===== config.mk =====
export PLATFORM = sky130hd
export DESIGN_NAME = filo_arbiter
export DESIGN_NICKNAME = d
export VERILOG_FILES = /design/src/rtl/filo_arbiter.sv
export SDC_FILE = /design/constraint.sdc
export NUM_CORES = 1
export LEC_CHECK = 0
export CORE_MARGIN = 2
export CORE_UTILIZATION = 35
export DETAILED_ROUTE_END_ITERATION = 12
export PLACE_DENSITY_LB_ADDON = 0.08
export SETUP_SLACK_MARGIN = 0.4
export SLEW_MARGIN = 20
export SYNTH_ARGS = -nofsm -noshare
export SYNTH_HDL_FRONTEND = slang
export SYNTH_SLANG_ARGS = --single-unit

===== constraint.sdc =====
create_clock -name clk_i -period 4.6 [get_ports clk_i]
set_input_delay 1.15 -clock clk_i [delete_from_list [all_inputs] [get_ports clk_i]]
set_output_delay 1.15 -clock clk_i [all_outputs]
set_load 0.02 [all_outputs]

===== src/rtl/filo_arbiter.sv =====
`default_nettype none
// ============================================================================
//  Module      : filo_arbiter
//  Description : Round-robin arbiter sharing one FILO stack between NUM_REQ
//                requesters. A granted request becomes a single-cycle push or
//                pop strobe to the stack. The requester then receives either
//                the popped data or an error flag. Illegal requests are
//                push-when-full and pop-when-empty. They are answered without
//                touching the stack.
//  Ports       : clk_i, reset_i          clock / synchronous active-high reset
//                req_i, op_i, din_i      per-requester request, op (1=push), data
//                gnt_o, rsp_valid_o      one-hot grant / one-hot response strobe
//                rsp_data_o, rsp_err_o   response payload / error flag
//                busy_o                  arbiter is not idle
//                stk_push_o, stk_pop_o,
//                stk_din_o               strobes and push data to the stack
//                stk_dout_i, stk_full_i,
//                stk_empty_i             pop data and status from the stack
//  Revision    : 1.0 - initial release
// ============================================================================
module filo_arbiter #(
   parameter int NUM_REQ = 4,
   parameter int WIDTH   = 8
) (
   input  logic                     clk_i,
   input  logic                     reset_i,
   input  logic [NUM_REQ-1:0]       req_i,
   input  logic [NUM_REQ-1:0]       op_i,
   input  logic [NUM_REQ*WIDTH-1:0] din_i,
   output logic [NUM_REQ-1:0]       gnt_o,
   output logic [NUM_REQ-1:0]       rsp_valid_o,
   output logic [WIDTH-1:0]         rsp_data_o,
   output logic                     rsp_err_o,
   output logic                     busy_o,
   output logic                     stk_push_o,
   output logic                     stk_pop_o,
   output logic [WIDTH-1:0]         stk_din_o,
   input  logic [WIDTH-1:0]         stk_dout_i,
   input  logic                     stk_full_i,
   input  logic                     stk_empty_i
);

   localparam int c_IDX_W = (NUM_REQ > 1) ? $clog2(NUM_REQ) : 1;

   typedef enum logic [1:0] {
      S_IDLE  = 2'd0,
      S_ISSUE = 2'd1,
      S_WAIT  = 2'd2,
      S_RESP  = 2'd3
   } state_t;

   state_t               r_state, w_state_nxt;
   logic [c_IDX_W-1:0]   r_ptr, w_ptr_nxt;
   logic                 r_op, w_op_nxt;
   logic [NUM_REQ-1:0]   r_gnt, w_gnt_nxt;
   logic [NUM_REQ-1:0]   r_rsp_valid, w_rsp_valid_nxt;
   logic [WIDTH-1:0]     r_rsp_data, w_rsp_data_nxt;
   logic                 r_rsp_err, w_rsp_err_nxt;
   logic                 r_busy;
   logic                 r_push, w_push_nxt;
   logic                 r_pop, w_pop_nxt;
   logic [WIDTH-1:0]     r_stk_din, w_din_nxt;

   // Round-robin search: rotate the request vector so that bit 0 is the
   // requester at the pointer. The lowest set bit then gives the offset of
   // the winner from the pointer.
   logic [NUM_REQ-1:0]   w_req_rot;
   logic [c_IDX_W-1:0]   w_off;
   logic [c_IDX_W-1:0]   w_win;
   logic [c_IDX_W-1:0]   w_ptr_inc;
   logic                 w_sel_op;
   logic [WIDTH-1:0]     w_sel_din;

   always_comb begin
      w_req_rot = '0;
      for (int i = 0; i < NUM_REQ; i++) begin
         w_req_rot[i] = req_i[(int'(r_ptr) + i) % NUM_REQ];
      end
   end

   always_comb begin
      w_off = '0;
      for (int i = NUM_REQ - 1; i >= 0; i--) begin
         if (w_req_rot[i]) begin
            w_off = c_IDX_W'(i);
         end
      end
   end

   assign w_win     = c_IDX_W'((int'(r_ptr) + int'(w_off)) % NUM_REQ);
   assign w_ptr_inc = c_IDX_W'((int'(w_win) + 1) % NUM_REQ);
   assign w_sel_op  = op_i[w_win];
   assign w_sel_din = din_i[w_win*WIDTH +: WIDTH];

   // Next-state and next-output logic. Every output is registered, so the
   // values below appear on the ports one cycle after they are decided.
   always_comb begin
      w_state_nxt     = r_state;
      w_ptr_nxt       = r_ptr;
      w_op_nxt        = r_op;
      w_gnt_nxt       = r_gnt;
      w_rsp_valid_nxt = '0;
      w_rsp_data_nxt  = '0;
      w_rsp_err_nxt   = 1'b0;
      w_push_nxt      = 1'b0;
      w_pop_nxt       = 1'b0;
      w_din_nxt       = '0;
      case (r_state)
         S_IDLE: begin
            if (|req_i) begin
               w_ptr_nxt = w_ptr_inc;
               w_op_nxt  = w_sel_op;
               w_gnt_nxt = NUM_REQ'(1) << w_win;
               // An illegal op skips the stack and answers with an error next cycle.
               if (w_sel_op ? stk_full_i : stk_empty_i) begin
                  w_state_nxt     = S_RESP;
                  w_rsp_valid_nxt = NUM_REQ'(1) << w_win;
                  w_rsp_err_nxt   = 1'b1;
               end else begin
                  w_state_nxt = S_ISSUE;
                  w_push_nxt  = w_sel_op;
                  w_pop_nxt   = ~w_sel_op;
                  w_din_nxt   = w_sel_op ? w_sel_din : '0;
               end
            end
         end
         S_ISSUE: begin
            w_state_nxt = S_WAIT;
         end
         S_WAIT: begin
            // Stack pop data has settled by now and is captured into the response.
            w_state_nxt     = S_RESP;
            w_rsp_valid_nxt = r_gnt;
            w_rsp_data_nxt  = r_op ? '0 : stk_dout_i;
         end
         S_RESP: begin
            w_state_nxt = S_IDLE;
            w_gnt_nxt   = '0;
         end
         default: begin
            w_state_nxt = S_IDLE;
            w_gnt_nxt   = '0;
         end
      endcase
   end

   always_ff @(posedge clk_i) begin
      if (reset_i) begin
         r_state     <= S_IDLE;
         r_ptr       <= '0;
         r_op        <= 1'b0;
         r_gnt       <= '0;
         r_rsp_valid <= '0;
         r_rsp_data  <= '0;
         r_rsp_err   <= 1'b0;
         r_busy      <= 1'b0;
         r_push      <= 1'b0;
         r_pop       <= 1'b0;
         r_stk_din   <= '0;
      end else begin
         r_state     <= w_state_nxt;
         r_ptr       <= w_ptr_nxt;
         r_op        <= w_op_nxt;
         r_gnt       <= w_gnt_nxt;
         r_rsp_valid <= w_rsp_valid_nxt;
         r_rsp_data  <= w_rsp_data_nxt;
         r_rsp_err   <= w_rsp_err_nxt;
         r_busy      <= (w_state_nxt != S_IDLE);
         r_push      <= w_push_nxt;
         r_pop       <= w_pop_nxt;
         r_stk_din   <= w_din_nxt;
      end
   end

   assign gnt_o       = r_gnt;
   assign rsp_valid_o = r_rsp_valid;
   assign rsp_data_o  = r_rsp_data;
   assign rsp_err_o   = r_rsp_err;
   assign busy_o      = r_busy;
   assign stk_push_o  = r_push;
   assign stk_pop_o   = r_pop;
   assign stk_din_o   = r_stk_din;

endmodule
`default_nettype wire

# ---- Yosys cells after proc, flatten, opt, wreduce, memory -nomap -nowiden
# Cells that the tools add are included.
dict set report op_classes {
  n_reduce_logical 13
  n_shift 2
  muxes 27
  n_bitwise 7
  n_eq_ne 4
  order_cmp 5
  addsub 5
}
# operator count
set ops {}
lappend ops {{$shiftx 32x6->8} 1}
lappend ops {{$pmux 4 s2} 2}
lappend ops {{$lt 3x4->1 const B} 3}
lappend ops {{$mux 2} 6}
lappend ops {{$mux 4} 3}
lappend ops {{$bmux 1 s2} 5}
lappend ops {{$mux 1} 10}
lappend ops {{$pmux 2 s4} 1}
lappend ops {{$reduce_or 4->1} 2}
lappend ops {{$lt 2x3->1 const B} 2}
lappend ops {{$reduce_or 2->1} 3}
lappend ops {{$reduce_or 3->1} 2}
lappend ops {{$reduce_or 5->1} 1}
lappend ops {{$add 2x1->2 const B} 2}
lappend ops {{$add 2x2->2 const B} 2}
lappend ops {{$eq 2x2->1 const B} 2}
lappend ops {{$not 1->1} 4}
lappend ops {{$reduce_and 2->1} 2}
lappend ops {{$reduce_bool 2->1} 2}
lappend ops {{$shl 1x2->4 const A} 1}
lappend ops {{$and 1x1->1 const A} 3}
lappend ops {{$add 2x2->2} 1}
lappend ops {{$eq 2x1->1 const B} 1}
lappend ops {{$logic_not 2->1} 1}
lappend ops {{$ne 2x2->1 const B} 1}
dict set report totals {
  out_inout_bits 28
  ff_bits 33
  wordCells 74
}

# ---- Logic depth before layout (Yosys ltp)
# Gate-level depths: netlist (run 1).
dict set report depth {
  depth_word 18
  ltp_mapped 14
}

# ---- Worst setup path after synthesis (run 1)
# No wires, ideal clock.
dict set report synth_path {
  kind {input-to-reg}
  from {in req_i[2]}
  to {reg r_stk_din[2] (netlist: stk_din_o[2])}
  setup_ns 0.127
  cell_stages 11
  slack_ns 0.915
  t_arrival_ns 3.558
  cell_sequence {buf_6 nand2_1 nor2_1 a211oi_1 a21oi_1 a211o_2 ha_1 clkbuf_1 buf_1 mux4_2 nor2b_1}
}
dict set report synth_between {
  elab_chain_cells 12
  elab_cells_between_ends 24
  cone_classes {add/sub (1); shift (1); mux (18); bitwise (2); reduce/logical (2)}
}
# element line
set synth_rtl {}
lappend synth_rtl {{from (decl)} 27} ;# input logic [NUM_REQ-1:0] req_i,
lappend synth_rtl {{$bmux 1 s2} 77} ;# w_req_rot[i] = req_i[(int'(r_ptr) + i) % NUM_REQ];
lappend synth_rtl {{$mux 1 (not written as such) (2 in a row)} 77}
lappend synth_rtl {{$mux 2 (4 in a row)} 84} ;# if (w_req_rot[i]) begin
lappend synth_rtl {{$add 2x2->2} 90} ;# assign w_win = c_IDX_W'((int'(r_ptr) + int'(w_off)) % NUM_REQ);
lappend synth_rtl {{$bmux 1 s2} 92} ;# assign w_sel_op = op_i[w_win];
lappend synth_rtl {{$mux 1 (not written as such)} 92}
lappend synth_rtl {{$mux 1 / $not 1->1 (equally long branches)} --}
lappend synth_rtl {{$reduce_or 5->1 (no source line)} --}
lappend synth_rtl {{to (signal assigned)} 171} ;# r_stk_din <= w_din_nxt;
lappend synth_rtl {{to (decl)} 62} ;# logic [WIDTH-1:0] r_stk_din, w_din_nxt;
# Several ways; a longest one is shown, not always the timed one. The select of a mux whose other input is x is not followed.
# A chain may end at the register's enable or synchronous reset.

# ---- Worst setup path in the final report (run 1)
dict set report layout_path {
  from {in req_i[0]}
  to {reg r_rsp_valid[0] (netlist: rsp_valid_o[0])}
}
dict set report layout_between {
  elab_chain_cells 14
  elab_cells_between_ends 24
  cone_classes {add/sub (1); shift (1); mux (21); reduce/logical (1)}
}
# element line
set layout_rtl {}
lappend layout_rtl {{$bmux 1 s2} 77}
lappend layout_rtl {{$mux 1 (not written as such) (2 in a row)} 77}
lappend layout_rtl {{$mux 2 (4 in a row)} 84}
lappend layout_rtl {{$add 2x2->2} 90}
lappend layout_rtl {{$bmux 1 s2} 92}
lappend layout_rtl {{$mux 1 (not written as such)} 92}
lappend layout_rtl {{$mux 1} 115} ;# if (w_sel_op ? stk_full_i : stk_empty_i) begin
lappend layout_rtl {{$mux 4} 115}
lappend layout_rtl {{$mux 4 *} 110} ;# if (|req_i) begin
lappend layout_rtl {{$pmux 4 s2 *} 108} ;# case (r_state)
lappend layout_rtl {{to (signal assigned)} 165} ;# r_rsp_valid <= w_rsp_valid_nxt;
lappend layout_rtl {{to (decl)} 56} ;# logic [NUM_REQ-1:0] r_rsp_valid, w_rsp_valid_nxt;
# Every way passes the cells marked *; elsewhere a longest branch is shown, timed or not. The select of a mux whose other input is x is not followed.

==> qor.csv, run 1 <==
metric;value;unit
status;completed;
DRC Markers;0;
total gr overflow;0;
total CTS buffers;5;
Lkg Pwr;1.02;nW
Worst Clk Skew;0.00288;ns
ratio of cells with drive above 1 in the final layout;10.8;%
Max Slew Vio Count;0;
share of synthesized registers carrying an async set or reset;0;%
H-tree Lvls;2;
post-synth net total;229;
clk root buf;clkbuf_8;
Net Sw Frac;37.6;%
switching pwr;0.000617;W
Die W;73.8;µm
CP Class;in -> reg;
worst min path class;reg -> reg;
CP required;4.79;ns
worst slew pin tran;0.775;ns
Crit. End Element;flip-flop;
die area;5440;µm²
Setup TNS Final;0;ns
sequential fraction of design power;25.3;%
PortBufs;79;
final WL;4120;µm
# hold bufs at CTS;0;
core area;4690;µm²
vias in the first global route;1364;
Post-synth EDFFs;0;
maximum operating frequency;257;MHz
clk sinks;33;
Seq/Total Area, Yosys;38.8;%
top cell type's share of synthesized area;38.8;%
Final Core Density;55.5;%
post-CTS sizing;0;
Main synth FF type;dfxtp_1;
die height;73.8;µm
minimum clock period;3.89;ns
drt first pass iters;4;
CP Launch Type;input port;
final antenna-violating net count;0;
total power;0.00164;W
Mapped Cells;170;
Yosys cell types;40;
Clk pwr share;16.9;%
nets;307;
Slew HR;47.8;%
Max Cap Viol;0;
initial antenna violation count;0;
Vias per Instance;4.91;
fillcell total;423;
CP arrival;4.07;ns
routed vias;1487;
most frequent cell after synthesis;dfxtp_1;
CTS tree;yes;
maximum vdd drop;0.352;mV
clock buffer depth;2;
commonest cells in the netlist;33 x dfxtp_1, 23 x nor2_1, 16 x nand2_1;
synthesis warning total;0;
Cell Rows;25;
top cells by area, synth;dfxtp_1 39%, mux4_2 11%, ha_1 5.1%;
Power Internal;0.00102;W
PD cells;630;nW/µm²
combinational share of power;57.7;%
synthesized area per cell;10.0;µm²
largest net degree at the start of global routing;15;
Hold Vio Cnt, Final;0;
initial core utilization;36.3;%
GP Congestion;0.789;
gr usage total;15.7;%
Setup-failing EPs final;0;
CP max FO;9;
unrepaired setup endpoints after global routing;no;
postcts setup bufs;0;
Worst-path clk slew;0.07;ns
Synth-to-Final Area Change;52.9;%
Mapped Area;1700;µm²
HPWL after DPL;3170;µm
worst skew pair latency;0.28;ns
first-pass GRT wire length;6460;µm
ANT cells;0;
post-synth top area cell;dfxtp_1;
DR WL/cell;13.6;µm
initial drt markers;40;
Top Ports;80;
flops & latches, synth;33;
Tcrit/Tclk final;84.6;%
-- path summary, 6_finish.rpt --
check	start	end	slack, ns	cells after the start
setup / recovery	req_i[0]	rsp_valid_o[0]$_SDFF_PP0_	0.71	11
hold / removal	r_op$_SDFFE_PP0P_	r_op$_SDFFE_PP0P_	0.46	2
setup reg to reg	r_ptr[0]$_SDFFE_PP0P_	rsp_valid_o[0]$_SDFF_PP0_	1.65	10
hold reg to reg	r_op$_SDFFE_PP0P_	r_op$_SDFFE_PP0P_	0.46	2
-- power by group through the flow --
stage	clock network [W]	registers (W)	logic, W
3_5_place_dp	0	0.000421	0.000950
6_report	0.000278	0.000415	0.000948
2_1_floorplan	0	0.000476	0.000643
3_3_place_gp	0	0.000423	0.000955
5_1_grt	0.000301	0.000426	0.00103
4_1_cts	0.000291	0.000416	0.000955
-- area by class of cell --
cell class | instances | area (µm²) | share of cell area [%]
Timing Repair Buffer | 81 | 806 | 30.9
Clock buffer | 7 | 86.3 | 3.32
Clock inverter | 1 | 30.0 | 1.15
Sequential cell | 33 | 661 | 25.4
Tap cell | 54 | 67.6 | 2.59
Multi-Input combinational cell | 120 | 927 | 35.6
Inverter | 7 | 26.3 | 1.01
-- layout by cell type (no fill, tap or decap), types with 2 or more instances in the layout --
cell,synthesis,routed
a211oi_1,3,3
a21oi_1,3,3
a22oi_1,3,3
and2_1,8,8
buf_4,1,2
clkbuf_8,1,6
clkdlybuf4s50_1,0,79
dfxtp_1,33,33
ha_1,7,7
inv_1,6,6
mux2i_1,4,4
mux4_2,8,8
nand2_1,16,16
nand2b_1,3,3
nand3_1,3,3
nor2_1,23,23
nor2b_1,10,10
nor3_1,3,3
nor4_1,3,3
o31ai_1,4,4
o32ai_2,2,2
xnor2_1,2,2
-- routing by layer --
layer	track usage [%]	vias to the layer above	share of wire (%)
met4	5.45	0	1.3
li1	-	752	-
met3	4.80	5	7.5
met1	21.2	680	46
met2	23.7	50	45
met5	0	-	0
-- metrics by stage --
stage	cell area, µm²	hold slack (ns)	setup slack [ns]	std cells
global route	2600	0.481	0.515	303
global placement	2490	0.442	0.434	295
floorplan	1700	0.437	0.915	170
detailed placement	2490	0.447	0.394	295
CTS	2600	0.456	0.693	303
finish	2600	0.455	0.710	303
-- worst max-delay path, stage by stage --
cell	delay, ns
clkdlybuf4s50_1	0.66
nor2_1	0.07
a211oi_1	0.24
a21oi_1	0.06
a211o_2	0.31
ha_1	0.38
mux2i_1	0.27
nand2_1	0.10
mux2_4	0.29
and3b_1	0.26
o31ai_1	0.29
-- kinds of logic (layout without fill, tap and decap cells) --
| kind of cell | Yosys count | after routing | synth area share [%] |
|---|---|---|---|
| xor+xnor | 3 | 3 | 1.54 |
| simple gates | 72 | 72 | 20.6 |
| mux | 14 | 14 | 14.5 |
| flops | 33 | 33 | 38.8 |
| fa+ha+maj | 7 | 7 | 5.14 |
| buf+inv | 17 | 96 | 6.76 |
| compound gates | 24 | 24 | 12.7 |
-- flip-flops by register name, indices dropped and copies added (netlist names) --
name,flops
stk_din_o,8
busy_o,1
gnt_o,4
rsp_err_o,1
stk_pop_o,1
r_state,2
rsp_valid_o,4
stk_push_o,1
r_op,1
r_ptr,2
rsp_data_o,8
No activity file was read; power rests on OpenSTA's default activity.
==> run 2, diff against run 1 <==
- clock period: 4.6 -> 3.98 ns (I/O delays scaled with it)
==> run 2 against run 1 <==
  * Sequential share of layout area fell by 0.70 points
  * Critical endpoint is now r_state[1]$_SDFF_PP0_
  * Die area did not move
  * Sequential power rose by 17%
  * Combinational power increased by 23%
  * Clock power fell by 12%
  * Worst hold slack improved by 0.011 ns
  * Routed wire length up 3.0%
==> qor.csv, run 2 (synthesis gave the netlist of run 1 again) <==
metric;value;unit
status;completed;
nets;314;
switching pwr;0.000755;W
final antenna-violating net count;0;
leading cell types in the layout, fill and taps excluded;77 x clkdlybuf4s50_1, 33 x dfxtp_1, 23 x nor2_1;
minimum clock period;3.44;ns
DR WL/cell;13.7;µm
die height;73.8;µm
Vias per Instance;4.92;
initial core utilization;36.3;%
routed vias;1526;
CTS tree;yes;
initial drt markers;52;
H-tree Lvls;2;
vias in the first global route;1446;
most common cell after layout, fill and taps aside;clkdlybuf4s50_1;
clock buffer depth;2;
CP required;4.17;ns
Worst-path clk slew;0.07;ns
clk sinks;33;
Final Core Density;57.1;%
multi-input logic area;973;µm²
Lkg Pwr;1.06;nW
sequential fraction of design power;25.5;%
flip-flop and latch area;661;µm²
clk root buf;clkbuf_8;
total gr overflow;0;
initial antenna violation count;0;
Final Worst Setup Slack;0.544;ns
Tcrit/Tclk final;86.3;%
fillcell total;426;
total CTS buffers;5;
largest net degree at the start of global routing;15;
Max Slew Vio Count;0;
Place WS;0.0408;ns
Clk pwr share;12.9;%
ratio of cells with drive above 1 in the final layout;16.8;%
gr usage total;16.0;%
Hold Vio Cnt, Final;0;
final WL;4240;µm
die area;5440;µm²
worst min path class;reg -> reg;
combinational share of power;61.6;%
Die W;73.8;µm
Max Cap Viol;0;
GP Congestion;0.811;
Top Ports;80;
Slew HR;66.3;%
Power Internal;0.00115;W
ANT cells;0;
CP arrival;3.63;ns
Synth-to-Final Area Change;57.2;%
PD cells;711;nW/µm²
Crit. End Element;flip-flop;
first-pass GRT wire length;6610;µm
Setup TNS Final;0;ns
CP Class;in -> reg;
maximum operating frequency;291;MHz
CP Launch Type;input port;
unrepaired setup endpoints after global routing;no;
drt first pass iters;4;
core area;4690;µm²
Setup-failing EPs final;0;
worst skew pair latency;0.28;ns
DRC Markers;0;
Net Sw Frac;39.6;%
maximum vdd drop;0.391;mV
HPWL after DPL;3160;µm
Worst Clk Skew;0.00447;ns
worst slew pin tran;0.504;ns
PortBufs;79;
CP max FO;8;
Cell Rows;25;
==> run 2: cell types whose count changed in the layout (fill, tap and decap cells not counted), moves of 2 or more <==
cell and change:
o31ai_1 -4, buf_4 +7, clkdlybuf4s50_1 -2, o31ai_2 +4, clkinv_2 +2, dlymetal6s2s_1 +2
==> run 2: repair_timing <==
item	in CTS	in global routing
cloned	0	0
setup endpoints to repair	6	15
resized for setup	2	9
pin swaps	0	5
hold buffers	0	0
hold endpoints to repair	0	0
setup buffers	0	1
==> run 2: critical path, cell delays in order <==
cell and delay, ns:
clkdlybuf4s50_1 0.41, buf_4 0.17, a31oi_1 0.18, a21oi_1 0.09, a211o_2 0.31, ha_4 0.31, mux2i_1 0.22, nand2_1 0.09
mux2_2 0.30, and3b_2 0.29, o41ai_2 0.27
==> run 2: metrics by stage <==
stage	std cells	cell area [µm²]	hold WS [ns]	power, W
6_report	310	2680	0.467	0.00190
4_1_cts	309	2640	0.468	0.00190
3_3_place_gp	301	2530	0.445	0.00162
5_1_grt	310	2680	0.493	0.00205
3_5_place_dp	301	2530	0.458	0.00161
2_1_floorplan	170	1700	0.437	0.00129
==> run 2: routing by layer <==
layer,global-route usage [%],wire length (µm),vias to the layer above
li1,-,-,763
met1,20.1,1910,707
met2,25.8,1990,50
met3,5.76,299,6
met4,4.85,45,0
met5,0,0,-
==> run 2: path summary, 6_finish.rpt <==
kind                                       startpoint                    end  slack [ns]  depth (start not counted)
worst min-delay path                r_op$_SDFFE_PP0P_      r_op$_SDFFE_PP0P_        0.47                          2
worst max-delay path                         req_i[0]  r_state[1]$_SDFF_PP0_        0.54                         11
worst min register to register      r_op$_SDFFE_PP0P_      r_op$_SDFFE_PP0P_        0.47                          2
worst max register to register  r_ptr[0]$_SDFFE_PP0P_  r_state[1]$_SDFF_PP0_        1.05                         10
==> run 2: cell type report <==
type	instances	share of cell area, %
clock inverters	3	0.654
clock buffers	5	2.57
inverters	7	0.981
flip-flops and latches	33	24.7
repair buffers	88	32.2
well taps	54	2.52
multi-input cells	120	36.4
==> run 2: power groups by stage <==
stage               sequential (W)  combinational [W]  clock [W]
finish                    0.000486            0.00117   0.000245
global route              0.000498            0.00129   0.000270
CTS                       0.000484            0.00116   0.000256
detailed placement        0.000488            0.00112          0
global placement          0.000490            0.00113          0
floorplan                 0.000550           0.000744          0
